File: config.mk
export PLATFORM = sky130hd
export DESIGN_NAME = reset_sequencer
export DESIGN_NICKNAME = d
export VERILOG_FILES = /design/src/rtl/reset_sequencer.sv
export SDC_FILE = /design/constraint.sdc
export NUM_CORES = 1
export LEC_CHECK = 0
export BUFFER_PORTS_ARGS = -buffer_cell sky130_fd_sc_hd__buf_2
export CAP_MARGIN = 5
export CORE_MARGIN = 1.5
export CORE_UTILIZATION = 40
export DETAILED_ROUTE_END_ITERATION = 6
export GPL_ROUTABILITY_DRIVEN = 0
export PLACE_DENSITY = 0.58
export SETUP_SLACK_MARGIN = 0.05
export SLEW_MARGIN = 5
export SYNTH_ARGS = -nofsm -noshare
export SYNTH_HDL_FRONTEND = slang
export SYNTH_SLANG_ARGS = --single-unit
File: constraint.sdc
create_clock -name i_clk -period 2.1 [get_ports i_clk]
set_input_delay 0.42 -clock i_clk [delete_from_list [all_inputs] [get_ports i_clk]]
set_output_delay 0.42 -clock i_clk [all_outputs]
set_load 0.05 [all_outputs]
File: src/rtl/reset_sequencer.sv
// Reset sequencer: synchronises reset and clock lock, holds all channels, then releases them in order.
// Build option RST_SEQ_STAGGER_EN: staggered per-channel release; otherwise all channels release together.
module reset_sequencer #(
  parameter int SYNC_STAGES    = 2,
  parameter int HOLD_CYCLES    = 16,
  parameter int N_CH           = 4,
  parameter int STAGGER_CYCLES = 8
) (
  input  logic            i_clk,
  input  logic            i_rst,
  input  logic            i_lock,
  output logic [N_CH-1:0] o_rst,
  output logic            o_done,
  output logic [1:0]      o_state
);

  typedef enum logic [1:0] {
    ST_ASSERT  = 2'd0,
    ST_HOLD    = 2'd1,
    ST_RELEASE = 2'd2,
    ST_RUN     = 2'd3
  } state_t;

  if (SYNC_STAGES < 2 || SYNC_STAGES > 4 || HOLD_CYCLES < 1 || HOLD_CYCLES > 65535 ||
      N_CH < 1 || N_CH > 16 || STAGGER_CYCLES < 1 || STAGGER_CYCLES > 255) begin : g_param_check
    $error("reset_sequencer: parameter out of legal range");
  end

  localparam logic [15:0] HOLD_LAST = 16'(HOLD_CYCLES - 1);

  (* ASYNC_REG = "TRUE" *) logic [SYNC_STAGES-1:0] rst_chain;
  (* ASYNC_REG = "TRUE" *) logic [SYNC_STAGES-1:0] lock_chain;

  logic rst_sync;
  logic lock_sync;

  always_ff @(posedge i_clk or posedge i_rst) begin
    if (i_rst) begin
      rst_chain  <= '1;
      lock_chain <= '0;
    end else begin
      rst_chain  <= {rst_chain[SYNC_STAGES-2:0], 1'b0};
      lock_chain <= {lock_chain[SYNC_STAGES-2:0], i_lock};
    end
  end

  assign rst_sync  = rst_chain[SYNC_STAGES-1];
  assign lock_sync = lock_chain[SYNC_STAGES-1];

  state_t          state;
  logic [N_CH-1:0] rst_r;
  logic            done_r;
  logic [15:0]     hold_cnt;
`ifdef RST_SEQ_STAGGER_EN
  localparam logic [7:0] STAG_LAST = 8'(STAGGER_CYCLES - 1);
  localparam logic [4:0] CH_LAST   = 5'(N_CH - 1);
  logic [7:0] stag_cnt;
  logic [4:0] ch_idx;
`endif

  // Leaving ASSERT requires clean reset and lock; any later lock loss restarts from scratch.
  always_ff @(posedge i_clk or posedge i_rst) begin
    if (i_rst) begin
      state    <= ST_ASSERT;
      rst_r    <= '1;
      done_r   <= 1'b0;
      hold_cnt <= '0;
`ifdef RST_SEQ_STAGGER_EN
      stag_cnt <= '0;
      ch_idx   <= '0;
`endif
    end else if (state != ST_ASSERT && (rst_sync || !lock_sync)) begin
      state    <= ST_ASSERT;
      rst_r    <= '1;
      done_r   <= 1'b0;
      hold_cnt <= '0;
`ifdef RST_SEQ_STAGGER_EN
      stag_cnt <= '0;
      ch_idx   <= '0;
`endif
    end else begin
      case (state)
        ST_ASSERT: begin
          if (!rst_sync && lock_sync) state <= ST_HOLD;
        end
        ST_HOLD: begin
          if (hold_cnt == HOLD_LAST) begin
            hold_cnt <= '0;
`ifdef RST_SEQ_STAGGER_EN
            rst_r <= rst_r << 1;
            if (N_CH == 1) begin
              state  <= ST_RUN;
              done_r <= 1'b1;
            end else begin
              state    <= ST_RELEASE;
              stag_cnt <= '0;
              ch_idx   <= 5'd1;
            end
`else
            rst_r  <= '0;
            state  <= ST_RUN;
            done_r <= 1'b1;
`endif
          end else begin
            hold_cnt <= hold_cnt + 16'd1;
          end
        end
        ST_RELEASE: begin
`ifdef RST_SEQ_STAGGER_EN
          // Zeros shift in from bit 0, so released channels can never re-assert here.
          if (stag_cnt == STAG_LAST) begin
            stag_cnt <= '0;
            rst_r    <= rst_r << 1;
            if (ch_idx == CH_LAST) begin
              state  <= ST_RUN;
              done_r <= 1'b1;
            end else begin
              ch_idx <= ch_idx + 5'd1;
            end
          end else begin
            stag_cnt <= stag_cnt + 8'd1;
          end
`else
          state <= ST_ASSERT;
          rst_r <= '1;
`endif
        end
        default: ;
      endcase
    end
  end

  assign o_rst   = rst_r;
  assign o_done  = done_r;
  assign o_state = state;

endmodule

==> results_dict.tcl, run 1 <==
set metrics [dict create \
    drt_pass1_iterations 4 \
    min_period_ps 1720 \
    syn-instance-count 126 \
    yosys_warnings 0 \
    ys_seq_elements 24 \
    routedWlPerCell_um 15.2 \
    core_area_um2 2830 \
    yosysSeqAreaShare_pct 49.0 \
    path_clk_slew_ps 140 \
    holdBufCountCts 0 \
    max-vdd-ir-drop_uv 267 \
    endpoint_kind "register" \
    power.static_leakage_nw 0.531 \
    finalPower_uw 738 \
    worst_slack_ps 384 \
    cts_sinks 24 \
    setup_viol 0 \
    io_buffers 9 \
    antenna_cells 0 \
    synth_top_area_share_pct 42.6 \
    grt_max_degree 25 \
    critPathArrivalTime_ps 1940 \
    yosys-top-cells-area "dfrtp_1, a31oi_1, dfstp_2, nand3b_1, nand2_1" \
    antenna_found_initial 0 \
    die_h_um 58.5 \
    synth_edf_count 0 \
    dieArea_um2 3420 \
    period_share_pct 81.7 \
    p_per_area_nw_per_um2 553 \
    start_util_pct 43.6 \
    yosys.area.top_type "dfrtp_1" \
    worst_pin_slew_ps 682 \
    fin_setup_tns_ps 0 \
    syn_nets 130 \
    finalHoldViolations 0 \
    rows 19 \
    nNetsFinal 141 \
    drt_iter0_drc 45 \
    slowest_stage "dfrtp_1" \
    crit_path_cell_trace "ha_1 > and3_1 > nand4_1 > buf_4 > nand2_1 > o21ai_0" \
    ys.flop_type "dfrtp_1" \
    fmax_mhz 583 \
    worstReg2RegStart "hold_cnt[0]" \
    r2r_cells 6 \
    hp-class "in -> async" \
    htree_num_levels 1 \
    viasPerCell 6.11 \
    slew_violations 0 \
    dp_slack_ps 430 \
    grt_first_pass_wirelength_um 4370 \
    detail-route-antenna-nets 0 \
    syn2layout_area_growth_pct 8.22 \
    crit_required_ps 2320 \
    cts_tree "yes" \
    rsz0062_at_grt "no" \
    max_stage_delay_ps 450 \
    die_w_um 58.5 \
    dpl.hpwl_um 1840 \
    track_usage_pct 16.6 \
    grt-ovfl-total 0 \
    ys_types 35 \
    holdWs_ps 103 \
    clkLatencyLatePin_ps 320 \
    crit_type "reg -> reg" \
    clockBufferDepth 2 \
    cts_resized 0 \
    drc 0 \
    post_cts.repair.setup_buffers 0 \
    cp_max_fo 11 \
    num_vias 1021 \
    avgSynthCellArea_um2 9.78 \
    root_buffer "clkbuf_4" \
    slew_headroom_pct 54.5 \
    max_cap_viol_count 0 \
    critPathLaunchType "register" \
    cts_buffers 3 \
    finClkSkew_ps 23.9 \
    syn_area_um2 1230 \
    wl_um 2540 \
    io_pins 10 \
    grt_pass1_vias 922 \
    async_flop_share_pct 100 \
    r2r-end "hold_cnt[0]" \
    status "finished clean" \
    r2r_setup_slack_ps 380 \
    drive_gt1_share_pct 16.9 \
]
-- worst max path at each step --
stage	cells after the start	slack, ps	start	end
global route	5	190	hold_cnt[6]	hold_cnt[8]
finish	6	380	hold_cnt[0]	hold_cnt[0]
detailed placement	6	430	hold_cnt[0]	hold_cnt[8]
floorplan	5	350	o_state[0]	hold_cnt[2]
CTS	6	390	hold_cnt[0]	hold_cnt[8]
global placement	5	450	hold_cnt[6]	hold_cnt[7]
-- sequential cells by signal, indices dropped and copies added (netlist names) --
signal and flops:
lock_chain 2, hold_cnt 16, o_state 2, o_done 1, rst_chain 2, o_rst 1
-- critical path: cells and delay by family, from the launching register on --
family          cells  cell delay [ps]
simple gates        3              520
flops               1              450
fa+ha+maj           1              250
compound gates      1              220
buf+inv             1              180
-- cells in the mapped netlist, types with 2 or more instances --
| cell | n |
|---|---|
| a21oi_1 | 3 |
| nor4_1 | 6 |
| xor2_1 | 2 |
| nand4_1 | 5 |
| clkbuf_1 | 3 |
| xnor2_1 | 2 |
| inv_1 | 5 |
| nor2_1 | 2 |
| nand3b_1 | 9 |
| nand2b_1 | 2 |
| buf_4 | 3 |
| dfstp_2 | 3 |
| dfrtp_1 | 21 |
| a31oi_1 | 18 |
| o22ai_1 | 2 |
| nand2_1 | 12 |
| nor3_1 | 3 |
| or4_1 | 2 |
| nand3_1 | 2 |
| o21ai_0 | 6 |
-- per-layer routing --
layer,part of all wire [%],GRT usage (%),up-vias,wire length (um)
met4,0.35,2.66,0,9
met5,0,0,-,0
met2,44,24.9,33,1120
met1,50,23.9,489,1280
met3,5.6,5.27,2,142
li1,-,-,497,-
-- power by group --
group | internal, mW | switching (mW) | leakage (nW)
clock network | 0.0743 | 0.137 | 0.0150
logic | 0.0134 | 0.0315 | 0.198
registers | 0.473 | 0.00902 | 0.318
-- kinds of logic after synthesis --
family	count (synthesis)	synth area share, %
buffers and inverters	12	4.67
other	1	0.304
adder cells (fa/ha/maj)	1	1.02
AO/OA/AOI/OAI	34	17.4
AND/OR/NAND/NOR	50	24.8
flip-flops	24	49.0
XOR/XNOR	4	2.84
-- layout by cell type, fill, tap and decap left out, drive strengths merged, types with 3 or more instances in the layout --
cell type	Yosys	routed
dfrtp	21	21
inv	5	5
nand3b	9	9
dfstp	3	3
nor4	6	6
nor2	3	3
a21oi	3	3
buf	4	13
nand4	6	6
nand2	12	12
nor3	3	3
a31oi	18	18
nand3	3	3
clkbuf	3	4
o21ai	6	6
-- per-stage QoR --
stage / instance area (um2) / std cells / utilization, %
floorplan: 1230 / 126 / -
global placement: 1310 / 163 / 46.2
detailed placement: 1310 / 163 / 46.2
finish: 1330 / 167 / 47.1
CTS: 1330 / 167 / 47.1
global route: 1330 / 167 / 47.1
-- layout make-up --
| class | instances | area, um2 |
|---|---|---|
| clock buffers | 4 | 26.3 |
| fillers | 259 | 1500 |
| inverters | 5 | 18.8 |
| multi-input cells | 90 | 571 |
| flip-flops and latches | 24 | 604 |
| well taps | 31 | 38.8 |
| repair buffers | 13 | 75.1 |
(Power assumes the default switching activity.)
==> inputs of run 2 (changes only) <==
- ABC_AREA: not set -> 1
- clock period: 2.1 -> 1.7 ns (I/O delays scaled with it)
==> results_dict.tcl, run 2 <==
set metrics [dict create \
    status "finished clean" \
    synth_edf_count 0 \
    io_buffers 9 \
    detail-route-antenna-nets 0 \
    largest_register_ffs 16 \
    p_per_area_nw_per_um2 816 \
    n_fill_cell 314 \
    drt_pass1_iterations 4 \
    post_cts.repair.setup_buffers 0 \
    cts_sinks 24 \
    crit_buf_inv 1 \
    async_flop_share_pct 100 \
    max-vdd-ir-drop_uv 455 \
    clkLatencyLatePin_ps 310 \
    root_buffer "clkbuf_4" \
    dpl.hpwl_um 1930 \
    regMostFlops "hold_cnt" \
    ys_top_cells_by_count "nand2_1, inv_1, nor2_1" \
    layout_common_cells "nand2_1, inv_1, nor2_1" \
    slowest_stage "dfstp_2" \
    cts_tree "yes" \
    cts_buffers 3 \
    syn2layout_area_growth_pct 8.66 \
    die_h_um 61.0 \
    avgSynthCellArea_um2 7.55 \
    mostFrequentLayoutCell "nand2_1" \
    critPathLaunchType "register" \
    die_w_um 61.0 \
    hp-class "in -> async" \
    period_share_pct 87.9 \
    cts_resized 0 \
    ys.flop_type "dfrtp_1" \
    cp_max_fo 5 \
    track_usage_pct 16.7 \
    clockBufferDepth 2 \
    finalHoldViolations 0 \
    yosys_warnings 0 \
    viasPerCell 4.57 \
    yosysSeqAreaShare_pct 45.0 \
    setup_viol 0 \
    wl_um 2560 \
    grt-ovfl-total 0 \
    nNetsFinal 193 \
    path_delay_family "flip-flops" \
    syn-instance-count 178 \
    syn_area_um2 1340 \
    dieArea_um2 3720 \
    slew_violations 0 \
    crit_path_cell_trace "buf_2" \
    fmax_mhz 670 \
    grt_max_degree 25 \
    power.static_leakage_nw 0.775 \
    htree_num_levels 1 \
    num_vias 1060 \
    fin_setup_tns_ps 0 \
    max_stage_delay_ps 580 \
    holdWs_ps 43.3 \
    yosys.area.top_type "dfrtp_1" \
    finClkSkew_ps 7.60 \
    holdBufCountCts 0 \
    crit_type "reg -> out" \
    start_util_pct 43.0 \
    routedWlPerCell_um 11.0 \
    ys_seq_elements 24 \
    drt_iter0_drc 41 \
    grt_first_pass_wirelength_um 4630 \
    min_period_ps 1490 \
    synth_most_common_cell "nand2_1" \
    max_cap_viol_count 0 \
    io_pins 10 \
    syn_nets 182 \
    placed_area_um2 1420 \
    stdcell_area_um2 1460 \
    critPathArrivalTime_ps 1150 \
    grt_pass1_vias 1042 \
    antenna_found_initial 0 \
    rows 20 \
    path_clk_slew_ps 140 \
    endpoint_kind "output port" \
    rsz0062_at_grt "no" \
    synth_top_area_share_pct 39.1 \
    yosys-top-cells-area "dfrtp_1, nand2_1, inv_1, nor2_1, dfstp_2" \
    ys_types 25 \
    drc 0 \
    antenna_cells 0 \
    drive_gt1_share_pct 14.9 \
    core_area_um2 3130 \
    crit_required_ps 1360 \
]
## run 2: cells by family after synthesis
| family | after synthesis | synth area share, % |
|---|---|---|
| simple gates | 98 | 32.3 |
| buf+inv | 29 | 9.31 |
| flops | 24 | 45.0 |
| compound gates | 18 | 7.64 |
| xor+xnor | 7 | 4.56 |
| fa+ha+maj | 1 | 0.931 |
| other cells | 1 | 0.279 |
## run 2: path summary, 6_finish.rpt
kind | startpoint | end | slack, ps | cells past startpoint
worst max-delay path | o_rst[2] | o_rst[3] | 210 | 1
worst min-delay path | i_rst | lock_chain[1] | 40 | 3
worst max register to register | hold_cnt[0] | hold_cnt[12] | 250 | 8
worst min register to register | lock_chain[0] | lock_chain[1] | 370 | 0
max in group asynchronous | i_rst | o_rst[2] | 1370 | 3
min in group i_clk | i_lock | lock_chain[0] | 130 | 1
## run 2: cell type report
| cell class | instances | area (um2) | area share (%) |
|---|---|---|---|
| multi-input cells | 125 | 614 | 42.1 |
| flip-flops and latches | 24 | 604 | 41.4 |
| inverters | 24 | 90.1 | 6.17 |
| repair buffers | 11 | 60.1 | 4.11 |
| well taps | 44 | 55.1 | 3.77 |
| clock buffers | 4 | 36.3 | 2.49 |
## run 2: layer usage
layer  GRT usage [%]  share of wire [%]  vias up
li1                -                  -      569
met1            24.1                 50      481
met2            25.7                 47        8
met3            2.13                2.0        2
met4            6.21               0.59        0
met5               0                  0        -
## run 2: where the power goes
| part | leakage (nW) | internal, mW | switching, mW | total (mW) |
|---|---|---|---|---|
| Sequential | 0.315 | 0.619 | 0.0542 | 0.673 |
| Clock | 0.0210 | 0.131 | 0.173 | 0.303 |
| Combinational | 0.439 | 0.0645 | 0.150 | 0.214 |
## run 2: per-stage QoR
step | total power, mW | instances | util (%) | setup slack, ps
after detailed placement | 0.903 | 228 | 45.5 | 268
after global routing | 1.27 | 232 | 46.7 | 50.6
after global placement | 0.896 | 228 | 45.5 | 318
final | 1.19 | 232 | 46.7 | 207
after floorplan | 0.874 | 178 | - | 244
after CTS | 1.21 | 232 | 46.7 | 189
